## config.mk

```make
export PLATFORM = sky130hd
export DESIGN_NAME = link_tx_scheduler
export DESIGN_NICKNAME = d
export VERILOG_FILES = /design/src/rtl/link_tx_scheduler.sv
export SDC_FILE = /design/constraint.sdc
export NUM_CORES = 1
export LEC_CHECK = 0
export CAP_MARGIN = 20
export CORE_UTILIZATION = 50
export CTS_CLUSTER_DIAMETER = 100
export DETAILED_ROUTE_END_ITERATION = 8
export PLACE_DENSITY = 0.7
export SLEW_MARGIN = 20
export SYNTH_ARGS = -nofsm -noshare
export SYNTH_HDL_FRONTEND = slang
export SYNTH_SLANG_ARGS = --single-unit
```

## constraint.sdc

```tcl
create_clock -name clk -period 6.3 [get_ports clk]
set_clock_uncertainty 0.1 [all_clocks]
set_input_delay 1.26 -clock clk [delete_from_list [all_inputs] [get_ports clk]]
set_output_delay 1.26 -clock clk [all_outputs]
set_load 0.005 [all_outputs]
```

## src/rtl/link_tx_scheduler.sv

```systemverilog
// Byte-stream scheduler for the opponent link: arbitrates START/SEED/DIR/heartbeat
// frames onto one valid/ready transmitter and supervises opponent liveness.
module link_tx_scheduler #(
    parameter int HB_PERIOD      = 750000,
    parameter int TIMEOUT_CYCLES = 7500000
) (
    input  logic       clk,
    input  logic       rst,
    input  logic       link_en,
    input  logic       start_req,
    input  logic       seed_req,
    input  logic [5:0] seed_x,
    input  logic [5:0] seed_y,
    input  logic       dir_req,
    input  logic [1:0] dir,
    input  logic       rx_alive,
    output logic [7:0] tx_data,
    output logic       tx_valid,
    input  logic       tx_ready,
    output logic       busy,
    output logic       con_error
);

    localparam int HB_W = $clog2(HB_PERIOD);
    localparam int TO_W = $clog2(TIMEOUT_CYCLES + 1);
    localparam logic [HB_W-1:0] HB_LAST = HB_W'(HB_PERIOD - 1);
    localparam logic [TO_W-1:0] TO_MAX  = TO_W'(TIMEOUT_CYCLES);

    typedef enum logic [0:0] {
        ST_IDLE = 1'b0,
        ST_SEND = 1'b1
    } state_e;

    state_e          state_q, state_d;
    logic [1:0]      idx_q, idx_d;
    logic [1:0]      last_q, last_d;
    logic [7:0]      frame0_q, frame0_d;
    logic [7:0]      frame1_q, frame1_d;
    logic [7:0]      frame2_q, frame2_d;
    logic            start_pend_q, start_pend_d;
    logic            seed_pend_q, seed_pend_d;
    logic            dir_pend_q, dir_pend_d;
    logic            hb_pend_q, hb_pend_d;
    logic [5:0]      seed_x_q, seed_x_d;
    logic [5:0]      seed_y_q, seed_y_d;
    logic [1:0]      dir_pay_q, dir_pay_d;
    logic [HB_W-1:0] hb_cnt_q, hb_cnt_d;
    logic [TO_W-1:0] to_cnt_q, to_cnt_d;
    logic            con_error_q, con_error_d;
    logic            tx_valid_q, tx_valid_d;
    logic [7:0]      tx_data_q, tx_data_d;
    logic            busy_q, busy_d;

    logic            hs_s;
    logic            any_pend_s;
    logic            hb_fire_s;
    logic            grant_start_s, grant_seed_s, grant_dir_s, grant_hb_s;

    function automatic logic [7:0] frame_byte(input logic [1:0] i, input logic [7:0] b0,
                                              input logic [7:0] b1, input logic [7:0] b2);
        case (i)
            2'd0:    frame_byte = b0;
            2'd1:    frame_byte = b1;
            2'd2:    frame_byte = b2;
            default: frame_byte = 8'h00;
        endcase
    endfunction

    assign hs_s       = tx_valid_q & tx_ready;
    assign any_pend_s = start_pend_q | seed_pend_q | dir_pend_q | hb_pend_q;

    // Heartbeat idle counter and opponent-silence supervision
    always_comb begin
        hb_cnt_d    = hb_cnt_q;
        hb_fire_s   = 1'b0;
        to_cnt_d    = to_cnt_q;
        con_error_d = con_error_q;
        if (!link_en || hs_s) begin
            hb_cnt_d = '0;
        end else if (state_q == ST_IDLE && !any_pend_s) begin
            if (hb_cnt_q == HB_LAST) begin
                hb_cnt_d  = '0;
                hb_fire_s = 1'b1;
            end else begin
                hb_cnt_d = hb_cnt_q + HB_W'(1);
            end
        end else begin
            hb_cnt_d = hb_cnt_q;
        end
        // rx_alive beats a coincident saturation, so the flag only rises when truly silent
        if (!link_en) begin
            to_cnt_d    = '0;
            con_error_d = 1'b0;
        end else if (rx_alive) begin
            to_cnt_d    = '0;
            con_error_d = con_error_q;
        end else begin
            if (to_cnt_q != TO_MAX) begin
                to_cnt_d = to_cnt_q + TO_W'(1);
            end else begin
                to_cnt_d = to_cnt_q;
            end
            con_error_d = con_error_q | (to_cnt_d == TO_MAX);
        end
    end

    // Frame FSM: priority grant in IDLE, byte walk in SEND
    always_comb begin
        state_d       = state_q;
        idx_d         = idx_q;
        last_d        = last_q;
        frame0_d      = frame0_q;
        frame1_d      = frame1_q;
        frame2_d      = frame2_q;
        grant_start_s = 1'b0;
        grant_seed_s  = 1'b0;
        grant_dir_s   = 1'b0;
        grant_hb_s    = 1'b0;
        case (state_q)
            ST_IDLE: begin
                if (link_en && any_pend_s) begin
                    state_d = ST_SEND;
                    idx_d   = 2'd0;
                    if (start_pend_q) begin
                        grant_start_s = 1'b1;
                        frame0_d      = 8'hA4;
                        last_d        = 2'd0;
                    end else if (seed_pend_q) begin
                        grant_seed_s = 1'b1;
                        frame0_d     = 8'hA8;
                        frame1_d     = {2'b00, seed_x_q};
                        frame2_d     = {2'b00, seed_y_q};
                        last_d       = 2'd2;
                    end else if (dir_pend_q) begin
                        grant_dir_s = 1'b1;
                        frame0_d    = {6'b101011, dir_pay_q};
                        last_d      = 2'd0;
                    end else begin
                        grant_hb_s = 1'b1;
                        frame0_d   = 8'hA0;
                        last_d     = 2'd0;
                    end
                end else begin
                    state_d = ST_IDLE;
                end
            end
            ST_SEND: begin
                if (hs_s) begin
                    if (idx_q == last_q) begin
                        state_d = ST_IDLE;
                    end else begin
                        idx_d = idx_q + 2'd1;
                    end
                end else begin
                    state_d = ST_SEND;
                end
            end
            default: begin
                state_d = ST_IDLE;
            end
        endcase
        tx_valid_d = (state_d == ST_SEND);
        busy_d     = (state_d == ST_SEND);
        if (tx_valid_d) begin
            tx_data_d = frame_byte(idx_d, frame0_d, frame1_d, frame2_d);
        end else begin
            tx_data_d = 8'h00;
        end
    end

    // Request capture: a fresh pulse re-arms even on the edge its type is granted
    always_comb begin
        start_pend_d = start_pend_q;
        seed_pend_d  = seed_pend_q;
        dir_pend_d   = dir_pend_q;
        hb_pend_d    = hb_pend_q;
        seed_x_d     = seed_x_q;
        seed_y_d     = seed_y_q;
        dir_pay_d    = dir_pay_q;
        if (!link_en) begin
            start_pend_d = 1'b0;
            seed_pend_d  = 1'b0;
            dir_pend_d   = 1'b0;
            hb_pend_d    = 1'b0;
        end else begin
            start_pend_d = (start_pend_q & ~grant_start_s) | start_req;
            seed_pend_d  = (seed_pend_q & ~grant_seed_s) | seed_req;
            dir_pend_d   = (dir_pend_q & ~grant_dir_s) | dir_req;
            hb_pend_d    = (hb_pend_q & ~grant_hb_s) | hb_fire_s;
            if (seed_req) begin
                seed_x_d = seed_x;
                seed_y_d = seed_y;
            end else begin
                seed_x_d = seed_x_q;
                seed_y_d = seed_y_q;
            end
            if (dir_req) begin
                dir_pay_d = dir;
            end else begin
                dir_pay_d = dir_pay_q;
            end
        end
    end

    // State registers with synchronous active-low reset
    always_ff @(posedge clk) begin
        if (!rst) begin
            state_q      <= ST_IDLE;
            idx_q        <= 2'd0;
            last_q       <= 2'd0;
            frame0_q     <= 8'h00;
            frame1_q     <= 8'h00;
            frame2_q     <= 8'h00;
            start_pend_q <= 1'b0;
            seed_pend_q  <= 1'b0;
            dir_pend_q   <= 1'b0;
            hb_pend_q    <= 1'b0;
            seed_x_q     <= 6'd0;
            seed_y_q     <= 6'd0;
            dir_pay_q    <= 2'd0;
            hb_cnt_q     <= '0;
            to_cnt_q     <= '0;
            con_error_q  <= 1'b0;
            tx_valid_q   <= 1'b0;
            tx_data_q    <= 8'h00;
            busy_q       <= 1'b0;
        end else begin
            state_q      <= state_d;
            idx_q        <= idx_d;
            last_q       <= last_d;
            frame0_q     <= frame0_d;
            frame1_q     <= frame1_d;
            frame2_q     <= frame2_d;
            start_pend_q <= start_pend_d;
            seed_pend_q  <= seed_pend_d;
            dir_pend_q   <= dir_pend_d;
            hb_pend_q    <= hb_pend_d;
            seed_x_q     <= seed_x_d;
            seed_y_q     <= seed_y_d;
            dir_pay_q    <= dir_pay_d;
            hb_cnt_q     <= hb_cnt_d;
            to_cnt_q     <= to_cnt_d;
            con_error_q  <= con_error_d;
            tx_valid_q   <= tx_valid_d;
            tx_data_q    <= tx_data_d;
            busy_q       <= busy_d;
        end
    end

    assign tx_data   = tx_data_q;
    assign tx_valid  = tx_valid_q;
    assign busy      = busy_q;
    assign con_error = con_error_q;

endmodule

```

* Word-level counts from Yosys, hierarchy flattened *
Index checks and enable logic that the tools add are counted.

storage, ports and cells
  bits in registers = 99
  bits of input ports = 22
  output and inout port bits = 11

operators by class
  $add $sub $neg = 3
  eq/ne operators = 6
  multiplexer cells = 48
  bitwise logic cells = 20
  reduce and logical (&&, ||, !) cells = 13

operator list
  operator                                        count
  2-to-1 mux 8 bit                                10
  2-to-1 mux 23 bit                               3
  case mux 8 bit (3 select lines)                 1
  adder 23 x 1 -> 23 bit (second input constant)  1
  == test 23 bit (second input constant)          1
  2-to-1 mux 1 bit                                23
  != test 23 bit (second input constant)          1
  adder 20 x 1 -> 20 bit (second input constant)  1
  == test 20 bit (second input constant)          1
  2-to-1 mux 20 bit                               1
  2-to-1 mux 4 bit                                3
  2-to-1 mux 2 bit                                5
  AND reduction 2 bit                             5
  OR 1 bit                                        8
  inverter 1 bit                                  7
  AND 1 bit                                       5
  case mux 2 bit (2 select lines)                 1
  OR reduction 3 bit                              1
  adder 2 x 1 -> 2 bit (second input constant)    1
  == test 2 x 1 -> 1 bit (second input constant)  1
  == test 2 bit                                   1
  == test 2 bit (second input constant)           1
  logical AND 1 bit                               2
  zero test 1 bit                                 2
  other kinds (4)                                 4

* Longest topological paths before layout *
  word-level depth = 9
  gate-level depth with buffers = 8
  depth with buffers taken out = 8

* Least setup slack after synthesis *
Ideal clock, no wire load.

  path type = in2reg
  start = input rst
  end = register con_error_q, in the netlist con_error
  setup time = 0.060 ns
  arrival = 2.763 ns
  data required time = 6.140 ns
  path slack = 3.377 ns
  stages = 7
  path buffers = 2
  path through = buf_2 > nand2_1 > or2_2 > clkbuf_1 > or3_1 > a2111oi_2 > a32o_1

on the way
  longest elaborated chain between the ends = 1

ends and longest elaborated chain
  what                           line  source
  start: declaration             8     input logic rst,
  AND reduction 2 bit (no line)  --
  end signal: assignment         243   con_error_q <= con_error_d;
  end: declaration               49    logic con_error_q, con_error_d;

No other way between the ends.
A chain may end at the register's enable or synchronous reset.

* Final worst setup path *
Same ends and word-level chain as after synthesis.

==> metrics.md <==
| Metric | Value |
|---|---|
| FMAX | `0.2829 GHz` |
| Syn Inst Count | `523` |
| Number of max-cap violations | `0` |
| Share of the synthesized area in the top cell type | `0.4318` |
| GR Overflow Total | `0` |
| Leakage | `around 1.8 nW` |
| Worst setup EP type | `flop` |
| Detailed Route WL | `around 9.0 mm` |
| CP Max Fanout | `45` |
| Critical path's top delay family | `simple AND/OR/NAND/NOR gates` |
| Hold WS | `~0.37 ns` |
| Vias in the first global route | `3391` |
| Die Area | `9471 um^2` |
| Busiest grt layer | `met2` |
| Nets | `between 500 and 600` |
| Worst slew pin tran | `1.038 ns` |
| Final hold violation count | `0` |
| GR Util met3 | `0.02806` |
| Setup Viol. Count Final | `0` |
| Via count | `approximately 3500` |
| Peak VDD IR | `0.1041 mV` |
| IO Count | `33` |
| Prevailing post-synth register cell | `dfxtp_1` |
| Startpoint Class | `input pin` |
| RD Place Congestion | `a little over 0.8` |
| Mean post-synth cell area | `8.687 um^2` |
| Critical path arrival | `~3.7 ns` |
| Syn Nets | `around 550` |
| 1st-pass router iterations | `4` |
| Vias per inst | `around 5.5` |
| Max Root-Sink Buffers | `2` |
| Hold Crit Class | `reg2reg` |
| Ys async rst share | `0` |
| Synthesized flop and latch total | `between 90 and 100` |
| Met2 GRT Util | `0.3434` |
| Starting Density | `0.5184` |
| Post-synth cell types | `a little under 60` |
| I/O Buffers | `32` |
| Yosys warns | `0` |
| Run status | `finished clean` |
| Site Rows | `34` |
| Clk sink count | `just under 100` |
| Area delta synth->final | `11.57%` |
| CP max stage delay | `approximately 0.52 ns` |
| RSZ-0062 raised after global routing | `no` |
| HPWL after detailed placement | `~6.4 mm` |
| Clock Latency Late Sink | `about 0.35 ns` |
| Worst Path Required | `around 6.5 ns` |
| First-pass GRT wire length | `15.64 mm` |
| Dominant cells by area after synthesis | `dfxtp_1, nor2_1, nand2_1, xor2_1, mux2i_1` |
| Bufs and invs on worst path | `2` |
| Post-synth EDFFs | `0` |
| Initial antenna violation count | `0` |
| Setup TNS | `0 ns` |
| Critical setup path kind | `in2reg` |
| CTS buffer count | `9` |
| Clk slew on worst S/H paths | `about 0.090 ns` |
| Crit-path cells | `clkdlybuf4s50_1 -> buf_4 -> nand2_1 -> or2_2 -> or3_1 -> a2111oi_2 -> a32o_1` |
| Relative slew slack | `0.3078` |
| Setup bufs post-CTS | `0` |
| Die Width | `approximately 100 um` |
| Fillcell total | `between 800 and 900` |
| Post_cts resized | `0` |
| Worst path slowest cell | `or2_2` |
| Core area | `between 8000 and 9000 um^2` |
| Mapped Area | `~4500 um^2` |
| Total track usage | `0.1996` |
| # H-tree levels | `3` |
| N_diodes | `0` |
| Residual DRC | `0` |
| Root buffer cell | `clkbuf_8` |
| DR iter-0 viols | `250` |
| Largest net degree at the start of global routing | `46` |
| Hold-fix buffers, CTS | `0` |
| Max-slew violations | `0` |
| Pwr/cell area | `~220 nW/um^2` |
| Sequential-to-total area share from yosys stat | `0.4318` |
| Final worst path period need | `3.535 ns` |
| Die height | `97.32 um` |
| Post-route antenna net violation count | `0` |
| CTS tree | `built` |
| Met1 usage | `0.2536` |
| Layout cells sized above 1 | `0.04824` |
| Period utilization | `0.5611` |
| Synth area leader | `dfxtp_1` |
| Wire length per cell | `about 14 um` |
-- stage by stage --
stage          area (um^2)  total power [mW]  instances  setup slack, ns  utilization
2_1_floorplan         4543            0.6911        523            3.377            -
3_3_place_gp          4868            0.7170        632            2.462       0.5555
3_5_place_dp          4868            0.7191        632            2.392       0.5555
4_1_cts               5069             1.125        647            2.766       0.5784
5_1_grt               5069             1.156        647            2.562       0.5784
6_report              5069             1.115        647            2.765       0.5784
-- Yosys cell counts (4+ instances only) --
| master | count |
|---|---|
| dfxtp_1 | 98 |
| nand3_1 | 19 |
| inv_1 | 11 |
| mux2i_1 | 19 |
| a2bb2oi_1 | 4 |
| a21boi_0 | 14 |
| xor2_1 | 26 |
| nor2_1 | 68 |
| and3_1 | 14 |
| nor3_1 | 11 |
| and2_1 | 11 |
| nand2_1 | 61 |
| nand4_1 | 16 |
| nor2b_1 | 19 |
| buf_2 | 10 |
| a22oi_1 | 5 |
| and4_1 | 5 |
| nor3b_1 | 5 |
| xnor2_1 | 20 |
| clkbuf_1 | 19 |
| nor4_1 | 5 |
| a21oi_1 | 10 |
| o21ai_0 | 6 |
-- routing by layer --
layer | routed length (um) | part of all wire
met5 | 0 | 0
met2 | 4421 | 0.49
met4 | 146 | 0.016
met3 | 176 | 0.019
met1 | 4294 | 0.48
-- cell type report --
type	instances	area, um^2	share of cell area
multi-input combinational	381	2395	0.4725
sequential	98	1962	0.3871
timing repair buffer	34	335.3	0.06616
clock buffer	10	137.6	0.02715
tap	108	135.1	0.02666
clock inverter	5	62.56	0.01234
inverter	11	41.29	0.008146
-- kinds of logic after synthesis --
kind of cell,Yosys count,synth area share
adder cells (fa/ha/maj),3,0.008263
flip-flops,98,0.4318
XOR/XNOR,46,0.08868
AND/OR/NAND/NOR,250,0.2834
multiplexers,19,0.04186
AO/OA/AOI/OAI,63,0.1049
buffers and inverters,44,0.04103
-- final timing paths --
kind | from | end | slack [ns] | cells past startpoint
hold reg to reg | frame0_q[7]$_SDFF_PN0_ | frame0_q[7]$_SDFF_PN0_ | 0.37 | 1
setup reg to reg | to_cnt_q[0]$_SDFF_PP0_ | con_error$_SDFFE_PN0N_ | 3.63 | 7
hold / removal | frame0_q[7]$_SDFF_PN0_ | frame0_q[7]$_SDFF_PN0_ | 0.37 | 1
setup / recovery | rst | con_error$_SDFFE_PN0N_ | 2.77 | 7
-- placed cells by master (no fill, tap or decap), drive strengths merged, types with 3 or more instances in the layout --
cell / netlist / final
nor2: 68 / 68
nor3: 11 / 11
a22oi: 5 / 5
xor2: 26 / 26
nor3b: 5 / 5
o21ai: 7 / 7
clkbuf: 20 / 10
and2: 11 / 11
or3: 3 / 3
nand3: 20 / 20
ha: 3 / 3
a2bb2oi: 4 / 4
nand2: 61 / 61
mux2i: 19 / 19
nor4: 7 / 7
clkdlybuf4s50: 0 / 32
dfxtp: 98 / 98
inv: 11 / 12
and4: 5 / 5
a21boi: 14 / 14
nand2b: 3 / 3
xnor2: 20 / 20
nor2b: 19 / 19
nand4: 17 / 17
and3: 14 / 14
a21oi: 10 / 10
-- state kept, by name, summed over array words and instances, names as in the netlist, 2 cells and up --
name and count:
frame0_q 8, frame1_q 8, seed_y_q 6, idx_q 2, seed_x_q 6, to_cnt_q 23, tx_data 8, hb_cnt_q 20
dir_pay_q 2, frame2_q 8
-- power by group --
group	switching, mW	internal [mW]
combinational	0.0340	0.0326
sequential	0.00918	0.629
clock	0.216	0.195
total	0.259	0.856
Note: power is estimated with default switching activity, not from simulation.
